<file path="config.mk">
export PLATFORM = sky130hd
export DESIGN_NAME = dice_score
export DESIGN_NICKNAME = d
export VERILOG_FILES = /design/src/rtl/dice_score.sv
export SDC_FILE = /design/constraint.sdc
export NUM_CORES = 1
export LEC_CHECK = 0
export ABC_AREA = 1
export CORE_ASPECT_RATIO = 1.5
export CORE_MARGIN = 2
export CORE_UTILIZATION = 30
export CTS_BUF_LIST = sky130_fd_sc_hd__clkbuf_8
export DETAILED_ROUTE_END_ITERATION = 7
export PLACE_DENSITY_LB_ADDON = 0.1
export SKIP_LAST_GASP = 1
export SYNTH_ARGS = -nofsm -noshare
export SYNTH_HDL_FRONTEND = slang
export SYNTH_SLANG_ARGS = --single-unit
</file>
<file path="constraint.sdc">
create_clock -name clk -period 3.6 [get_ports clk]
set_input_delay 0.9 -clock clk [delete_from_list [all_inputs] [get_ports clk]]
set_output_delay 0.9 -clock clk [all_outputs]
set_load 0.01 [all_outputs]
</file>
<file path="src/rtl/dice_score.sv">
// Score-keeping core for the two-player dice game: arms on both button presses,
// holds each round result, then commits scores and tracks rounds/game over.
// Optional build macro TIE_REPLAY_EN: tie rounds are replayed (round counter unchanged).
module dice_score #(
  parameter int HOLD_CYCLES = 50_000_000,
  parameter int MAX_ROUNDS  = 5,
  parameter int WIN_SCORE   = 15
) (
  input  logic       clk,
  input  logic       rst,
  input  logic       start1,
  input  logic       start2,
  input  logic [3:0] dice1,
  input  logic [3:0] dice2,
  output logic [3:0] state1,
  output logic [3:0] state2,
  output logic       times,
  output logic       is_final,
  output logic       finish
);

  // state    | meaning
  // ST_ARM   | waiting for both players to press; resolves when both flags set
  // ST_HOLD  | result displayed, counting HOLD_CYCLES before commit
  // ST_OVER  | game over, scores frozen until rst
  typedef enum logic [1:0] {ST_ARM, ST_HOLD, ST_OVER} phase_t;

  localparam logic [27:0] HOLD_LAST  = 28'(HOLD_CYCLES - 1);
  localparam logic [3:0]  LAST_ROUND = 4'(MAX_ROUNDS - 1);
  localparam logic [3:0]  NUM_ROUNDS = 4'(MAX_ROUNDS);

  phase_t      phase;
  logic        start1_meta, start1_sync, start1_before;
  logic        start2_meta, start2_sync, start2_before;
  logic        flag1, flag2;
  logic [27:0] cnt;
  logic [3:0]  difference;
  logic [3:0]  state1_tmp, state2_tmp;
  logic [3:0]  round_cnt;
`ifdef TIE_REPLAY_EN
  logic        tie;
`endif

  logic       press1, press2, sign;
  logic [3:0] diff_now;
  logic [4:0] sum1, sum2;
  logic [3:0] sat1, sat2;
  logic [3:0] round_next;
  logic       finish_next;

  assign press1   = start1_sync & ~start1_before;
  assign press2   = start2_sync & ~start2_before;
  assign sign     = flag1 & flag2;
  assign diff_now = (dice1 > dice2) ? (dice1 - dice2) : (dice2 - dice1);
  assign sum1     = {1'b0, state1} + {1'b0, diff_now};
  assign sum2     = {1'b0, state2} + {1'b0, diff_now};
  assign sat1     = sum1[4] ? 4'hF : sum1[3:0];
  assign sat2     = sum2[4] ? 4'hF : sum2[3:0];
  assign is_final = (round_cnt == LAST_ROUND);

`ifdef TIE_REPLAY_EN
  assign round_next = tie ? round_cnt : round_cnt + 4'd1;
`else
  assign round_next = round_cnt + 4'd1;
`endif

  assign finish_next = (round_next == NUM_ROUNDS) ||
                       (int'(state1_tmp) >= WIN_SCORE) ||
                       (int'(state2_tmp) >= WIN_SCORE);

  always_ff @(posedge clk) begin
    if (rst) begin
      phase         <= ST_ARM;
      start1_meta   <= 1'b0;
      start1_sync   <= 1'b0;
      start1_before <= 1'b0;
      start2_meta   <= 1'b0;
      start2_sync   <= 1'b0;
      start2_before <= 1'b0;
      flag1         <= 1'b0;
      flag2         <= 1'b0;
      cnt           <= '0;
      difference    <= '0;
      state1_tmp    <= '0;
      state2_tmp    <= '0;
      state1        <= '0;
      state2        <= '0;
      round_cnt     <= '0;
      times         <= 1'b0;
      finish        <= 1'b0;
`ifdef TIE_REPLAY_EN
      tie           <= 1'b0;
`endif
    end else begin
      start1_meta   <= start1;
      start1_sync   <= start1_meta;
      start1_before <= start1_sync;
      start2_meta   <= start2;
      start2_sync   <= start2_meta;
      start2_before <= start2_sync;

      case (phase)
        ST_ARM: begin
          if (sign) begin
            difference <= diff_now;
            state1_tmp <= (dice1 > dice2) ? sat1 : state1;
            state2_tmp <= (dice2 > dice1) ? sat2 : state2;
`ifdef TIE_REPLAY_EN
            tie        <= (dice1 == dice2);
`endif
            flag1      <= 1'b0;
            flag2      <= 1'b0;
            cnt        <= '0;
            times      <= 1'b1;
            phase      <= ST_HOLD;
          end else begin
            if (press1) flag1 <= 1'b1;
            if (press2) flag2 <= 1'b1;
          end
        end
        ST_HOLD: begin
          if (cnt == HOLD_LAST) begin
            state1    <= state1_tmp;
            state2    <= state2_tmp;
            round_cnt <= round_next;
            times     <= 1'b0;
            cnt       <= '0;
            finish    <= finish_next;
            phase     <= finish_next ? ST_OVER : ST_ARM;
          end else begin
            cnt <= cnt + 28'd1;
          end
        end
        ST_OVER: ;
        default: phase <= ST_ARM;
      endcase
    end
  end

endmodule

</file>
==> impl_results.md, run 1 <==
* Share of the yosys chip area belonging to registers at 0.331
* Pint at 1.08 mW
* Pwr/cell area at 339 nW/um^2
* Total congestion overflow at 0
* Fin. max-slew vios at 0
* Kind of end point of the critical path: register
* Clock share of power at 0.420
* Delay-heaviest family, CP: adder cells
* RSZ-0062 raised after global routing: true
* Post-CTS Resized at 0
* Worst slack, placed at -242 ps
* Worst EP arrival at 3620 ps
* Area Growth Syn to Fin at 20.2%
* CTS tree: yes
* Num CTS Buffers at 9
* Fillers at 1327
* Kind of critical path: in -> reg
* Post-Synthesis Cell Area at 3630 um^2
* Final nets at 634
* Mapped Nets at 591
* Postcts setup bufs at 0
* # DRC at 0
* Clock slew at reported path FFs at 80 ps
* Lkg Pwr at 1.78 nW
* Overall Power at 1.48 mW
* Post-Route Skew at 14.5 ps
* Core box area at 11900 um^2
* Maximum VDD drop at 151 uV
* Drt total wl at 9.89 mm
* DP HPWL at 7.80 mm
* Slew @ Worst Pin at 467 ps
* Crit path max fanout at 6
* Initial core utilization at 0.305
* Comb power frac at 0.127
* Critical path's slowest cell: clkdlybuf4s50_1
* Final period utilization at 0.936
* Drt via density at 4.69
* Tmin final at 3370 ps
* Initial antenna violation count at 0
* Fmax achieved at 297 MHz
* Die ar. at 13000 um^2
* Switching power at 0.400 mW
* H-tree depth at 3
* Clk root buf: clkbuf_8
* WP data required at 3850 ps
* Share of layout cells above drive strength 1 at 0.104
* Final ANT Viol Nets at 0
* Worst Path Buf+Inv at 3
* Die width at 93.8 um
* # port buffers at 22
* Site row count at 49
* First-pass GRT wire length at 16.4 mm
* Routed len/inst at 13.1 um
* Max-cap check violation count at 0
* Hold Crit Class: reg -> reg
* Overall global routing resource usage at 0.160
* Yosys warning count at 0
* Switching power share of the total at 0.271
* Run status: complete, no violations
* CTS hold repair buffers at 0
* CP Cell Sequence: clkdlybuf4s50_1 > inv_1 > ha_1 > fa_2 > o21ai_2 > nand2_2 > o21ai_0 > xnor2_1 > inv_1 > ha_1 > a21oi_1 > o21bai_1 > nor2_1 > nand2_1 > o211ai_1 > nand2_1
* Crit-path max cell delay at 470 ps
* Setup Viol. Count Final at 0
* Mean post-synth cell area at 6.53 um^2
* Synth cell types at 33
* Hold Vio Cnt, Final at 0
* DR vias at 3553
* Die Y at 139 um
* Synth Instances at 556
* Clock sinks at 60
* Largest net degree at the start of global routing at 20
* Initial drt markers at 153
* Clk_lat worst skew at 360 ps
* Number of global-route vias before repair at 3444
* Clk buf depth at 2
* # diodes at 0
* GP Congestion at 0.856
* CP Launch Type: input port
* IO Pins at 23
* DRT Pass-1 Iters at 4
* Number of synthesized register bits at 60
* Final hold slack at 407 ps
* Fin worst setup slack at 232 ps
* Share of power burned in registers at 0.453
* Max-slew headroom at 0.688
==> area by class of cell <==
class	count	area, um^2	area share
Clock buffer	9	124	0.0284
Clock inverter	7	75.1	0.0172
Tap cell	153	191	0.0439
Timing Repair Buffer	43	378	0.0866
Inverter	69	259	0.0593
Sequential cell	60	1200	0.275
Multi-Input combinational cell	416	2140	0.489
==> state kept, by name, indices dropped and copies added (netlist names), 2 cells and up <==
signal and count:
state2_tmp 4, phase 2, cnt 28, state1_tmp 4
state2 4, state1 4, round_cnt 4
==> power by group through the flow <==
stage | Sequential (mW) | Clock [mW] | Combinational [mW]
2_1_floorplan | 0.685 | 0 | 0.105
3_3_place_gp | 0.686 | 0 | 0.183
3_5_place_dp | 0.686 | 0 | 0.186
4_1_cts | 0.670 | 0.647 | 0.186
5_1_grt | 0.671 | 0.677 | 0.213
6_report | 0.670 | 0.620 | 0.188
==> cell usage in the layout (no fill, tap or decap), types with 3 or more instances in the layout <==
cell	count
a21oi_1	44
a21oi_2	3
buf_4	21
clkbuf_8	9
clkdlybuf4s50_1	22
dfxtp_1	60
fa_1	3
ha_1	19
inv_1	64
inv_2	5
nand2_1	169
nand2_2	6
nand3_1	31
nand4_1	11
nor2_1	70
nor2_2	3
nor2_4	3
nor3_1	6
o21ai_0	19
xnor2_1	5
xor2_1	7
==> kinds of logic after synthesis <==
group,count (synthesis),share of synthesized area
flip-flops,60,0.331
AO/OA/AOI/OAI,77,0.114
XOR/XNOR,12,0.0289
buffers and inverters,80,0.0872
AND/OR/NAND/NOR,304,0.351
adder cells (fa/ha/maj),23,0.0875
==> worst paths after layout <==
check / startpoint / slack (ps) / endpoint / cells past startpoint
setup / recovery: dice1[0] / 230 / state1_tmp[3] / 16
hold / removal: start1_meta / 410 / start1_sync / 2
setup reg to reg: cnt[0] / 1710 / cnt[11] / 8
hold reg to reg: start1_meta / 410 / start1_sync / 2
==> metrics by stage <==
stage	instance area [um^2]	utilization	TNS, ps	cells
final	4360	0.367	0	757
after global routing	4360	0.367	-149	757
after CTS	4340	0.365	0	757
after detailed placement	4140	0.348	-1550	741
after global placement	4140	0.348	-1260	741
after floorplan	3630	-	0	556
==> cell usage after synthesis, drive strengths merged <==
cell / number / share of area
inv: 69 / 0.071
o31ai: 2 / 0.0041
fa: 4 / 0.022
xnor2: 5 / 0.012
nand4: 11 / 0.019
a21oi: 47 / 0.067
dfxtp: 60 / 0.33
o21ai: 21 / 0.029
o21bai: 2 / 0.0041
nand2: 176 / 0.19
nand3: 32 / 0.045
nor2: 76 / 0.086
xor2: 7 / 0.017
o21a: 1 / 0.0021
a21o: 1 / 0.0021
clkbuf: 3 / 0.0031
ha: 19 / 0.065
o211ai: 2 / 0.0041
o22ai: 1 / 0.0017
and2: 1 / 0.0017
nor3: 8 / 0.011
buf: 8 / 0.013
==> routing by layer <==
layer	global-route usage	part of all wire	up-vias
li1	-	-	1864
met1	0.166	0.39	1634
met2	0.304	0.56	41
met3	0.0342	0.023	14
met4	0.0648	0.026	0
met5	0	0	-
==> worst register-to-register path, stage by stage, from the launching register on <==
cell	delay, ps
dfxtp_1	370
ha_1	250
nand2_2	80
nor2_1	190
nand2_1	200
nor2_1	140
nand4_1	130
nand2_1	330
nor2_1	80
(Power assumes the default switching activity.)
==> inputs of run 2 (changes only) <==
REMOVE_ABC_BUFFERS = 1   (was unset)
==> impl_results.md, run 2 (synthesis results as in run 1) <==
* Overall global routing resource usage at 0.162
* Fin. max-slew vios at 0
* Final hold slack at 408 ps
* Final ANT Viol Nets at 0
* Crit path top cell by count: nand2_1
* DRT met1 WL at 3.93 mm
* Final period utilization at 0.946
* Core box area at 11900 um^2
* Initial core utilization at 0.305
* Initial drt markers at 92
* Clk_lat worst skew at 350 ps
* Clock slew at reported path FFs at 80 ps
* DRT Pass-1 Iters at 4
* IO Pins at 23
* DP HPWL at 7.88 mm
* Num CTS Buffers at 9
* Run status: complete, no violations
* Drt total wl at 10.0 mm
* Cell Count, Final, Fillers Out at 757
* Drt via density at 4.64
* # port buffers at 22
* Commonest non-fill, non-tap cells in the layout: nand2_1, nor2_1, inv_1
* Max-slew headroom at 0.345
* Metal2 WL at 5.57 mm
* Crit path max fanout at 7
* Finished Core Util at 0.368
* CP Launch Type: input port
* Die Y at 139 um
* Kind of critical path: in -> reg
* Number of global-route vias before repair at 3457
* CTS tree: yes
* Die ar. at 13000 um^2
* GP Congestion at 0.841
* Maximum VDD drop at 171 uV
* Area Growth Syn to Fin at 20.5%
* Dpl cells at 740
* Area post-placement at 4140 um^2
* Max FFs per register at 28
* WP data required at 3840 ps
* Most flops, register: cnt
* Die width at 93.8 um
* Pwr/cell area at 354 nW/um^2
* Clk root buf: clkbuf_8
* Delay-heaviest family, CP: adder cells
* Final nets at 634
* Initial antenna violation count at 0
* Clock sinks at 60
* Setup Viol. Count Final at 0
* CTS hold repair buffers at 0
* Metal3 WL at 256 um
* Total congestion overflow at 0
* Fmax achieved at 294 MHz
* Site row count at 49
* Clk buf depth at 2
* Hold Crit Class: reg -> reg
* Lkg Pwr at 1.79 nW
* Routed len/inst at 13.2 um
* Tmin final at 3410 ps
* Share of layout cells above drive strength 1 at 0.0993
* Max-cap check violation count at 0
* # diodes at 0
* Worst EP arrival at 3650 ps
* Worst Path Buf+Inv at 4
* Slew @ Worst Pin at 979 ps
* Largest net degree at the start of global routing at 36
* Critical path's slowest cell: clkdlybuf4s50_1
* Finished Cell Area at 4380 um^2
* First-pass GRT wire length at 16.5 mm
* Post-Route Skew at 12.1 ps
* Crit-path max cell delay at 480 ps
* Kind of end point of the critical path: register
* Fillers at 1339
* Hold Vio Cnt, Final at 0
* Commonest non-fill, non-tap cell in the layout: nand2_1
* H-tree depth at 3
* # DRC at 0
* CP Cell Sequence: clkdlybuf4s50_1 > inv_1 > ha_1 > fa_2 > o21ai_2 > nand2_2 > inv_1 > nand2_1 > nand2_1 > xnor2_1 > inv_1 > ha_1 > a21oi_2 > nand2_2 > nor2_2 > nand2_1 > o21ai_0 > nand2_1
* Max Used Layer: met4
* DR vias at 3514
## run 2: changes by cell type in the layout (fill, tap and decap cells not counted), sizes merged
cell	change
clkbuf	+1
bufinv	+1
clkinv	-3
clkinvlp	+1
## run 2: power by group
part | switching, mW | internal, mW | total [mW]
combinational | 0.100 | 0.0954 | 0.196
sequential | 0.00209 | 0.668 | 0.670
clock | 0.281 | 0.403 | 0.684
## run 2: worst paths after layout
kind               start             to  slack, ps  cells past startpoint
max             dice1[0]  state2_tmp[3]        190                     18
min          start1_meta    start1_sync        410                      2
max reg2reg       cnt[0]        cnt[21]       1350                     10
min reg2reg  start1_meta    start1_sync        410                      2
## run 2: final cells by class
class | count | area [um^2] | area share
flip-flops and latches | 60 | 1200 | 0.275
multi-input cells | 416 | 2130 | 0.486
clock inverters | 6 | 80.1 | 0.0183
inverters | 69 | 259 | 0.0592
repair buffers | 43 | 378 | 0.0864
clock buffers | 10 | 138 | 0.0315
well taps | 153 | 191 | 0.0438
## run 2: tightest hold or removal path: cells and delay by family, from the launching register on
family | cells | cell delay, ps
buffers and inverters | 1 | 40
AND/OR/NAND/NOR | 1 | 30
flip-flops | 1 | 300
## run 2: per-layer routing
metal / track usage / up-vias
met3: 0.0299 / 16
li1: - / 1851
met2: 0.314 / 43
met4: 0.0633 / 0
met5: 0 / -
met1: 0.166 / 1604
## run 2: stage by stage
stage	TNS, ps	worst slack (ps)	total power [mW]
floorplan	0	338	0.785
global placement	-1670	-279	0.880
detailed placement	-2110	-333	0.880
CTS	0	45.6	1.57
global route	-31.9	-18.6	1.63
finish	0	194	1.55
## run 2: repair_timing
item                       CTS  global route
gates resized for setup      0             8
setup endpoints to repair    0             8
setup buffers                0             1
hold endpoints to repair     0             0
==> inputs of run 3 (changes only) <==
GPL_TIMING_DRIVEN = 0   (was unset)
==> impl_results.md, run 3 (synthesis results as in run 1) <==
* Setup TNS at 0 ps
* Kind of critical path: in -> reg
* Initial antenna violation count at 0
* Clock slew at reported path FFs at 70 ps
* WP data required at 3820 ps
* Site row count at 49
* Clk root buf: clkbuf_8
* Slew @ Worst Pin at 962 ps
* Hold Vio Cnt, Final at 0
* Drt total wl at 9.69 mm
* Lkg Pwr at 1.67 nW
* Worst slack, placed at -649 ps
* RSZ-0062 raised after global routing: false
* Max-slew headroom at 0.356
* Core box area at 11900 um^2
* Max-cap check violation count at 0
* Cell Count, Final, Fillers Out at 738
* Worst EP arrival at 3640 ps
* IO Pins at 23
* Clk_lat worst skew at 340 ps
* Hold Crit Class: reg -> reg
* Clock sinks at 60
* Final period utilization at 0.950
* Die Y at 139 um
* Die ar. at 13000 um^2
* H-tree depth at 3
* Commonest non-fill, non-tap cell in the layout: nand2_1
* Die width at 93.8 um
* Crit-path max cell delay at 490 ps
* Finished Core Util at 0.356
* Overall global routing resource usage at 0.158
* Fin worst setup slack at 181 ps
* Tmin final at 3420 ps
* CP Cell Sequence: clkdlybuf4s50_1 > inv_1 > ha_1 > fa_2 > o21ai_2 > nand2_4 > nand2_1 > o21ai_1 > xnor2_1 > inv_2 > ha_1 > nand3_1 > nand2_1 > nor2_1 > nand2_1 > o21ai_0 > nand2_1
* DR vias at 3452
* Switching power at 0.380 mW
* Share of power burned in registers at 0.486
* Most flops, register: cnt
* Crit path max fanout at 7
* Fin. max-slew vios at 0
* # port buffers at 22
* Number of global-route vias before repair at 3415
* Dpl cells at 720
* Pwr/cell area at 326 nW/um^2
* Commonest non-fill, non-tap cells in the layout: nand2_1, nor2_1, inv_1
* First-pass GRT wire length at 16.2 mm
* Fmax achieved at 292 MHz
* Switching power share of the total at 0.275
* Setup Viol. Count Final at 0
* Drt via density at 4.68
* Worst Path Buf+Inv at 3
* CP Launch Type: input port
* Initial core utilization at 0.305
* Largest net degree at the start of global routing at 38
* Area Growth Syn to Fin at 16.6%
* Clk buf depth at 2
* Final ANT Viol Nets at 0
* Clock share of power at 0.387
* Run status: complete, no violations
* # DRC at 0
* Fillers at 1345
* # diodes at 0
* Post-Route Skew at 9.32 ps
* CTS tree: yes
* Comb power frac at 0.127
* Max FFs per register at 28
* Critical path's slowest cell: clkdlybuf4s50_1
* Overall Power at 1.38 mW
* Initial drt markers at 106
* Maximum VDD drop at 184 uV
* Final nets at 615
* Pint at 1.00 mW
* Crit path top cell by count: nand2_1
* Share of layout cells above drive strength 1 at 0.0821
* DRT Pass-1 Iters at 4
* GP Congestion at 0.840
* Routed len/inst at 13.1 um
* Total congestion overflow at 0
* Kind of end point of the critical path: register
* Num CTS Buffers at 9
* Delay-heaviest family, CP: adder cells
* DP HPWL at 7.40 mm
run 3: worst min-delay path, delay by kind of cell, from the launching register on:
| family | cells | cell delay (ps) |
|---|---|---|
| DFF | 1 | 290 |
| buffers and inverters | 1 | 40 |
| and+or+nand+nor | 1 | 30 |
run 3: final cells by class:
type	instances	area, um^2	area share
multi-input combinational	416	2180	0.516
sequential	60	1200	0.284
inverter	69	259	0.0612
timing repair buffer	24	230	0.0544
tap	153	191	0.0452
clock buffer	10	138	0.0325
clock inverter	6	32.5	0.00768
run 3: stage by stage:
step,area (um^2),hold WS [ps]
final,4240,405
after global routing,4240,428
after CTS,4170,409
after detailed placement,3980,399
after global placement,3990,392
after floorplan,3570,388
run 3: path summary, 6_finish.rpt:
kind | start | to | slack (ps) | cells after the start
max | dice1[0] | state2_tmp[3] | 180 | 17
min | start1_meta | start1_sync | 400 | 2
max reg2reg | cnt[0] | cnt[21] | 1370 | 10
min reg2reg | start1_meta | start1_sync | 400 | 2
run 3: metal layers:
metal,part of all wire,vias to the layer above,global-route usage
li1,-,1815,-
met1,0.40,1577,0.168
met2,0.55,46,0.303
met3,0.022,14,0.0217
met4,0.026,0,0.0641
met5,0,-,0
run 3: timing repair:
item	4_1_cts	5_1_grt
setup buffers	1	1
gates resized for setup	5	11
endpoints found under the setup margin	8	7
hold buffers	0	0
pin swaps	1	4
run 3: power groups by stage:
stage	Sequential, mW	Combinational [mW]	Clock, mW
finish	0.670	0.176	0.535
global route	0.670	0.198	0.590
CTS	0.670	0.161	0.556
detailed placement	0.686	0.152	0
global placement	0.686	0.150	0
floorplan	0.685	0.0994	0
